## src/rtl/mux_n_pipe.sv

```systemverilog
// N-input, WIDTH-bit valid/ready selector with a single registered output entry.
// MODE 0 picks the channel named by sel; MODE 1 arbitrates round-robin among valid channels.
module mux_n_pipe #(
  parameter int WIDTH = 32,
  parameter int N     = 4,
  parameter int SELW  = $clog2(N),
  parameter int MODE  = 0
) (
  input  logic               clk,
  input  logic               reset,
  input  logic [N*WIDTH-1:0] in_data,
  input  logic [N-1:0]       in_valid,
  output logic [N-1:0]       in_ready,
  input  logic [SELW-1:0]    sel,
  output logic [WIDTH-1:0]   out_data,
  output logic               out_valid,
  input  logic               out_ready,
  output logic [SELW-1:0]    out_src
);

  logic [WIDTH-1:0] out_data_d, out_data_q;
  logic             out_valid_d, out_valid_q;
  logic [SELW-1:0]  out_src_d, out_src_q;
  logic [SELW-1:0]  ptr_d, ptr_q;

  logic [N-1:0]     match_s;
  logic             grant_vld_s;
  logic [SELW-1:0]  grant_idx_s;
  logic [WIDTH-1:0] grant_data_s;
  logic             can_accept_s;
  logic             xfer_s;
  logic [N-1:0]     in_ready_s;

  // Grant selection: explicit index or first valid channel at/after the pointer
  always_comb begin
    match_s     = '0;
    grant_vld_s = 1'b0;
    grant_idx_s = '0;
    if (MODE == 0) begin
      // Out-of-range sel matches no channel, so it can never grant
      for (int i = 0; i < N; i++) begin
        match_s[i] = (sel == SELW'(i)) & in_valid[i];
      end
      grant_vld_s = |match_s;
      grant_idx_s = sel;
    end else begin
      // Walk offsets from farthest to nearest so the nearest valid channel wins
      for (int off = N - 1; off >= 0; off--) begin
        match_s[off] = in_valid[(int'(ptr_q) + off) % N];
        grant_idx_s  = match_s[off] ? SELW'((int'(ptr_q) + off) % N) : grant_idx_s;
      end
      grant_vld_s = |match_s;
    end
  end

  // Handshake: only the granted channel sees ready, and never while in reset
  always_comb begin
    can_accept_s = ~out_valid_q | out_ready;
    xfer_s       = grant_vld_s & can_accept_s & ~reset;
    grant_data_s = '0;
    for (int i = 0; i < N; i++) begin
      in_ready_s[i] = xfer_s & (grant_idx_s == SELW'(i));
      grant_data_s  = (grant_idx_s == SELW'(i)) ? in_data[i*WIDTH +: WIDTH] : grant_data_s;
    end
  end

  // Next state of the output entry and the round-robin pointer
  always_comb begin
    out_data_d  = out_data_q;
    out_src_d   = out_src_q;
    out_valid_d = out_valid_q;
    ptr_d       = ptr_q;
    if (xfer_s) begin
      out_data_d  = grant_data_s;
      out_src_d   = grant_idx_s;
      out_valid_d = 1'b1;
      if (MODE == 1) begin
        ptr_d = (grant_idx_s == SELW'(N - 1)) ? '0 : grant_idx_s + SELW'(1);
      end else begin
        ptr_d = ptr_q;
      end
    end else if (out_ready) begin
      out_valid_d = 1'b0;
    end else begin
      out_valid_d = out_valid_q;
    end
  end

  // State registers with synchronous reset
  always_ff @(posedge clk) begin
    if (reset) begin
      out_data_q  <= '0;
      out_src_q   <= '0;
      out_valid_q <= 1'b0;
      ptr_q       <= '0;
    end else begin
      out_data_q  <= out_data_d;
      out_src_q   <= out_src_d;
      out_valid_q <= out_valid_d;
      ptr_q       <= ptr_d;
    end
  end

  assign in_ready  = in_ready_s;
  assign out_data  = out_data_q;
  assign out_valid = out_valid_q;
  assign out_src   = out_src_q;

endmodule

```

## config.mk

```make
export PLATFORM = sky130hd
export DESIGN_NAME = mux_n_pipe
export DESIGN_NICKNAME = d
export VERILOG_FILES = /design/src/rtl/mux_n_pipe.sv
export SDC_FILE = /design/constraint.sdc
export NUM_CORES = 1
export LEC_CHECK = 0
export CAP_MARGIN = 20
export CORE_MARGIN = 2
export CORE_UTILIZATION = 32
export CTS_CLUSTER_DIAMETER = 100
export DETAILED_ROUTE_END_ITERATION = 16
export GPL_TIMING_DRIVEN = 0
export PLACE_DENSITY_LB_ADDON = 0.15
export SETUP_SLACK_MARGIN = 0.3
export SYNTH_ARGS = -nofsm -noshare
export SYNTH_HDL_FRONTEND = slang
export SYNTH_SLANG_ARGS = --single-unit
export TNS_END_PERCENT = 5
```

## constraint.sdc

```tcl
create_clock -name clk -period 3.88 [get_ports clk]
set_clock_uncertainty 0.05 [all_clocks]
set_input_delay 0.776 -clock clk [delete_from_list [all_inputs] [get_ports clk]]
set_output_delay 0.776 -clock clk [all_outputs]
set_load 0.1 [all_outputs]
```

== After elaboration in Yosys (flattened, before gate mapping) ==
Index checks and enable logic that the tools add are counted.

* Equality and inequality tests: 3
* Divide/modulo/power cells: 0
* Add/sub/neg operators: 0
* Reductions and logical operators: 3
* $lt $le $gt $ge: 0
* Mux-type cells: 6
* $mul: 0
* Bitwise logic cells: 13
* Shift-type cells: 0

{| class="wikitable"
|+ Operator list
! operator !! count
|-
| 2-to-1 mux 32 bit || 4
|-
| bitwise AND 1 bit || 10
|-
| equality test 2 bit, second input constant || 2
|-
| OR reduction 4 bit || 1
|-
| equality test 2 x 1 -> 1 bit, second input constant || 1
|-
| logical NOT 2 bit || 1
|-
| 2-to-1 mux 1 bit || 2
|-
| inverter 1 bit || 2
|-
| nonzero test 2 bit || 1
|-
| bitwise OR 1 bit || 1
|}

* Memories kept: 0
* Input bits: 137
* Bits in read-only memories: 0
* Word-level logic and storage cells: 28
* Latch bits: 0
* Memory bits (writable): 0
* Output and inout port bits: 39
* Flip-flop bits (word level): 35

== Longest topological paths before layout ==
Gate-level depths: netlist of the first run.

* Depth in word-level cells: 6
* Mapped depth: 6
* Depth with buffers taken out: 3

== Worst setup path after synthesis of the first run ==
Ideal clock, no wire load.

* Path kind: input to output
* Start point: input port sel[1]
* End point: output port in_ready[0]
* Arrival: 3.644 ns
* Setup slack: -0.590 ns
* Data required time: 3.054 ns
* Buffers on the path: 2
* Stages: 5
* Cell sequence: buf_2 -> mux4_2 -> nand3_2 -> buf_4 -> nor3_1

* Word-level cells in the longest chain between the ends: 6
* Elaborated cells on any way between the ends: 12
* Those cells by class: 3 x eq/ne; 7 x bitwise; 2 x reduce/logical

{| class="wikitable"
|+ RTL lines
! item !! RTL line !! text
|-
| start, declared || 14 || <nowiki>input logic [SELW-1:0] sel,</nowiki>
|-
| equality test 2 x 1 -> 1 bit, or another cell as far along || 42 || <nowiki>match_s[i] = (sel == SELW'(i)) & in_valid[i];</nowiki>
|-
| bitwise AND 1 bit || 42 ||
|-
| OR reduction 4 bit || 44 || <nowiki>grant_vld_s = |match_s;</nowiki>
|-
| bitwise AND 1 bit (2 in series) || 59 || <nowiki>xfer_s = grant_vld_s & can_accept_s & ~reset;</nowiki>
|-
| bitwise AND 1 bit * || 62 || <nowiki>in_ready_s[i] = xfer_s & (grant_idx_s == SELW'(i));</nowiki>
|-
| end, declared || 13 || <nowiki>output logic [N-1:0] in_ready,</nowiki>
|}

Every way passes the cells marked *; elsewhere a longest branch is shown, timed or not.

== Worst setup path after layout of the first run ==
* Start point: input port sel[0]
* End point: output port in_ready[1]

* Word-level cells in the longest chain between the ends: 6
* Elaborated cells on any way between the ends: 12
* Those cells by class: 3 x eq/ne; 7 x bitwise; 2 x reduce/logical

{| class="wikitable"
|+ RTL lines
! item !! RTL line
|-
| equality test 2 x 1 -> 1 bit, or another cell as far along || 42, 62
|-
| bitwise AND 1 bit || 42
|-
| OR reduction 4 bit || 44
|-
| bitwise AND 1 bit (2 in series) || 59
|-
| bitwise AND 1 bit * || 62
|}

Marks and branches as above.

==> run metrics, run 1 <==
# DRC=0; clock-pin slew on the worst setup and hold paths=0.07 ns; Post-Syn Area=0.00247 mm²; Die Y=91.9 µm; worst path cell trace=clkdlybuf4s50_1 -> mux4_2 -> nand3_4 -> buf_4 -> nor3_2 -> clkbuf_4; clk root buf=clkbuf_8; GRT overflow=0; Die Span X=91.9 µm; gr usage total=0.199; DP HPWL=6640 µm; TritonCTS clock tree=yes; global placer's final weighted congestion=0.815; CTS max path bufs=2; Slew HR=0.323; syn avg cell area=11.8 µm²; antenna violations before repair=0; worst skew pair latency=0.28 ns; CP required=3.05 ns; critical path type=in -> out; final count of hold timing violations=0; max incr delay on CP=0.64 ns; Post-Place Cells=485; Setup WS post-layout=0.377 ns; ANT cells=0; sequential share of the synthesized area=0.284; final instance area=0.00444 mm²; yosys warns=0; total chip power=1.32 mW; Layout Utilization=0.584; RR Startpoint=out_valid; first-iteration detailed-routing DRC count=99; vias in the first global route=2614; Tcrit/Tclk final=0.903; Worst-Margin Slew=1.01 ns; average wire per standard cell=16.8 µm; Largest delay share family, worst path=buffers and inverters; largest net degree at the start of global routing=11; Synth cell types=25; worst hold path type=reg -> reg; syn nets=347; Placeable Area=0.00761 mm²; Pwr Density=297 mW/mm²; WL final=8320 µm; RSZ-0062 raised after global routing=true; Layout Nets=529; Max Cap Viol=0; dpl cell area=0.00434 mm²; Slew Viols, Final=0; # IOs=176; Min Clock Period, post-route=3.50 ns; Area growth syn-to-layout=79.9%; crit path from=sel[0]; detailed-route via count=2570; Peak Freq=285 MHz; Die ar.=0.00844 mm²; Routed Antenna Nets=0; Critical-path top delay cell=mux4_2; Place WS=-0.539 ns; Final Non-Filler Cells=495; mean number of vias per cell=5.19; TritonCTS Sinks=35; Syn Inst Count=210; IO Port Bufs=173; hold path startpoint=out_data[24]; Initial Utilization=0.325; critical path arrival=2.68 ns; Worst IR Drop VDD=0.000131 V; first-pass GRT wire length=13500 µm; 1st-pass router iterations=4; Std-Cell Rows=32; WHS=0.426 ns; critical path launch point type=input port; Buffers & Inverters on Critical Path=3; layout cells sized above 1=0.211; P_leak=1.63 nW; TNS Setup=0 ns; register bit total from synthesis=35; final setup fails=0; status=finished, final reports clean; Num CTS Buffers=5; Max FO, Critical Path=10; H-tree levels=2; crit end category=output port
## cells by family (layout without fill, tap and decap cells)
family	count (synthesis)	after routing	synth area share
AO/OA/AOI/OAI	52	52	0.157
AND/OR/NAND/NOR	40	40	0.120
flip-flops	35	35	0.284
multiplexers	34	34	0.327
buffers and inverters	49	232	0.112
## final timing paths
path	end	depth (start not counted)	slack [ns]
max reg2reg	out_data[25]	6	2.04
min reg2reg	out_data[24]	1	0.43
min	out_data[24]	1	0.43
max	in_ready[1]	6	0.38
## timing repair
action | CTS | global route
pin swaps | 0 | 1
hold buffers | 0 | 0
setup endpoints to repair | 4 | 4
buffers inserted | 0 | 2
resized for setup | 22 | 8
## layout make-up
cell class              instances  area [µm²]
fillers                       659        3160
repair buffers                175        1740
multi-input cells             126        1510
flip-flops and latches         35         701
plain buffers                  29         204
well taps                     102         128
clock buffers                   7        76.3
inverters                      20        75.1
clock inverters                 1        5.00
## routing by layer
layer	wire [µm]	vias up	part of all wire	track usage
met4	121	0	0.015	0.0423
li1	-	1226	-	-
met2	4200	108	0.50	0.350
met5	0	-	0	0
met1	3380	1226	0.41	0.246
met3	619	10	0.074	0.0501
## synthesized netlist by cell type (all sizes together)
cell	n	share of area
nand2b	1	0.0025
nand3	1	0.0041
inv	20	0.030
and4	17	0.063
a31o	34	0.12
nor3	2	0.0041
nand4	17	0.043
mux2	1	0.0046
buf	11	0.036
clkbuf	18	0.046
dfxtp	35	0.28
a21oi	18	0.036
mux4	33	0.32
nor2	2	0.0030
## sequential cells by signal, summed over array words and instances (netlist names)
name,flops
out_data,32
out_valid,1
out_src,2
## layout by cell type (no fill, tap or decap), types with 2 or more instances in the layout
cell             instances
clkbuf_1                14
clkbuf_8                 9
nor3_2                   2
and4_1                  14
buf_2                    6
buf_4                    3
clkbuf_4                 3
mux4_1                  14
mux4_2                  19
clkdlybuf4s50_1        169
inv_1                   19
and4_4                   3
nand4_1                 17
dfxtp_1                 35
a31o_2                  26
buf_6                    5
a21oi_1                 18
a31o_1                   8
## power breakdown
| group | total, mW | internal, mW | switching [mW] |
|---|---|---|---|
| sequential | 0.408 | 0.392 | 0.0158 |
| combinational | 0.657 | 0.282 | 0.374 |
| clock | 0.254 | 0.126 | 0.128 |
| total | 1.32 | 0.800 | 0.518 |
No activity file was read; power rests on OpenSTA's default activity.
==> run 2, diff against run 1 <==
- CORE_ASPECT_RATIO: unset -> 0.7
- GPL_TIMING_DRIVEN: 0 -> unset
==> run metrics, run 2 (same netlist as run 1, synthesis figures left out) <==
Hold Buf Count CTS=0 (unchanged); global placer's final weighted congestion=0.676 (-17%); Worst IR Drop VDD=0.000157 V (+20%); max reg flops=32 (unchanged); clock-pin slew on the worst setup and hold paths=0.06 ns (about the same); mean number of vias per cell=5.28 (+1.7%); dpl cell area=0.00424 mm² (-2.4%); Max Cap Viol=0 (unchanged); worst hold path type=reg -> reg; NetSw=0.508 mW (-1.9%); Slew Viols, Final=0 (unchanged); TNS Setup=0 ns (unchanged); Post-Place Cells=461 (-4.9%); final instance area=0.00432 mm² (-2.7%); clock power share=0.204 (+0.011); most frequent cells in the layout=clkdlybuf4s50_1, dfxtp_1, a31o_2, mux4_2, inv_1; Die ar.=0.00845 mm² (+0.13%); final count of hold timing violations=0 (unchanged); TritonCTS Sinks=35 (unchanged); # IOs=176 (unchanged); Num CTS Buffers=5 (unchanged); average wire per standard cell=16.4 µm (-2.2%); Peak Freq=299 MHz (+4.7%); critical path launch point type=input port; Layout Nets=507 (-4.2%); 1st-pass router iterations=4 (unchanged); number of fill cells in the layout=652 (-1.1%); Area growth syn-to-layout=75.1%; Layout Utilization=0.586 (+0.00135); Worst-Margin Slew=1.01 ns (+0.00298 ns); first-pass GRT wire length=12300 µm (-9.0%); crit end category=output port; largest net degree at the start of global routing=52 (+41); Die Y=77.5 µm (-16%); antenna violations before repair=0 (unchanged); Tcrit/Tclk final=0.862 (-0.0406); Worst Hold End=out_data[24]; Max FO, Critical Path=24 (+14); worst skew pair latency=0.28 ns (about the same); sw frac=0.388 (-0.00475); Final Non-Filler Cells=468 (-5.5%); Routed Antenna Nets=0 (unchanged); WHS=0.430 ns (+0.00370 ns); Initial Utilization=0.334 (+0.00979); gr usage total=0.183 (-0.0164); hold path startpoint=out_data[24]; Pwr Density=303 mW/mm² (+2.0%); RR Startpoint=out_valid; Reg2Reg Setup Slack=2.55 ns (+0.51 ns); IO Port Bufs=175 (+1.2%); most common cell after layout, fill and taps aside=clkdlybuf4s50_1; vias in the first global route=2525 (-3.4%); setup bufs post-CTS=0 (unchanged); CTS max path bufs=2 (unchanged); TritonCTS clock tree=yes; Reg power frac=0.311 (+0.002); Setup WS post-layout=0.535 ns (+0.158 ns); P_leak=1.57 nW (-3.6%); Die Span X=109 µm (+19%); Min Clock Period, post-route=3.35 ns (-0.158 ns); Placeable Area=0.00738 mm² (-2.9%); Place WS=0.530 ns (+1.07 ns); critical path arrival=2.52 ns (-0.16 ns); layout cells sized above 1=0.200 (-0.0112); Slew HR=0.321 (-0.00199); critical path type=in -> out; reg2reg path depth=3 (-3); detailed-route via count=2470 (-3.9%); CP required=3.05 ns (about the same); status=finished, final reports clean; DP HPWL=5750 µm (-13%); final setup fails=0 (unchanged); total chip power=1.31 mW (-0.74%); share of total power in combinational logic=0.485 (-0.013); WL final=7690 µm (-7.5%); H-tree levels=2 (unchanged); first-iteration detailed-routing DRC count=80 (-19%); Std-Cell Rows=26 (-19%); RSZ-0062 raised after global routing=false; GRT overflow=0 (unchanged); clk root buf=clkbuf_8; ANT cells=0 (unchanged); post_cts resized=0 (-100%); P_int=0.800 mW (about the same); # DRC=0 (unchanged); reg-to-reg endpoint=out_data[13]; hold path depth=1 (unchanged)
## run 2: routing by layer
layer  vias to the layer above  share of wire  global-route usage
li1                       1182              -                   -
met1                      1173           0.41               0.226
met2                       110           0.47               0.306
met3                         5           0.11              0.0622
met4                         0         0.0070              0.0423
met5                         -              0                   0
## run 2: worst max path at each step
stage	from	to	slack [ns]	cells after the start
floorplan	sel[0]	in_ready[2]	0.23	6
global placement	reset	in_ready[1]	0.56	5
detailed placement	reset	in_ready[1]	0.53	5
CTS	reset	in_ready[1]	0.51	5
global route	reset	in_ready[1]	0.37	5
finish	reset	in_ready[0]	0.53	5
## run 2: power groups by stage
stage / Clock [mW] / Sequential, mW / Combinational (mW)
after floorplan: 0 / 0.646 / 0.185
after global placement: 0 / 0.415 / 0.629
after detailed placement: 0 / 0.416 / 0.637
after CTS: 0.279 / 0.407 / 0.639
after global routing: 0.296 / 0.411 / 0.665
final: 0.266 / 0.407 / 0.635
## run 2: critical path: stages
cell	delay, ns
clkdlybuf4s50_1	0.45
inv_2	0.31
nand3_2	0.44
nor3_2	0.32
buf_12	0.21
## run 2: final cells by class
| cell class | instances | area, µm² | area share |
|---|---|---|---|
| Clock inverter | 1 | 5.00 | 0.00116 |
| Timing Repair Buffer | 182 | 1830 | 0.424 |
| Tap cell | 98 | 123 | 0.0284 |
| Sequential cell | 35 | 701 | 0.162 |
| Clock buffer | 6 | 82.6 | 0.0191 |
| Inverter | 20 | 75.1 | 0.0174 |
| Multi-Input combinational cell | 126 | 1500 | 0.348 |
==> run 3, diff against run 2 <==
- GPL_ROUTABILITY_DRIVEN: unset -> 0
==> results of run 3 <==
The final DEF is identical to that of run 2; final timing and power are the same.
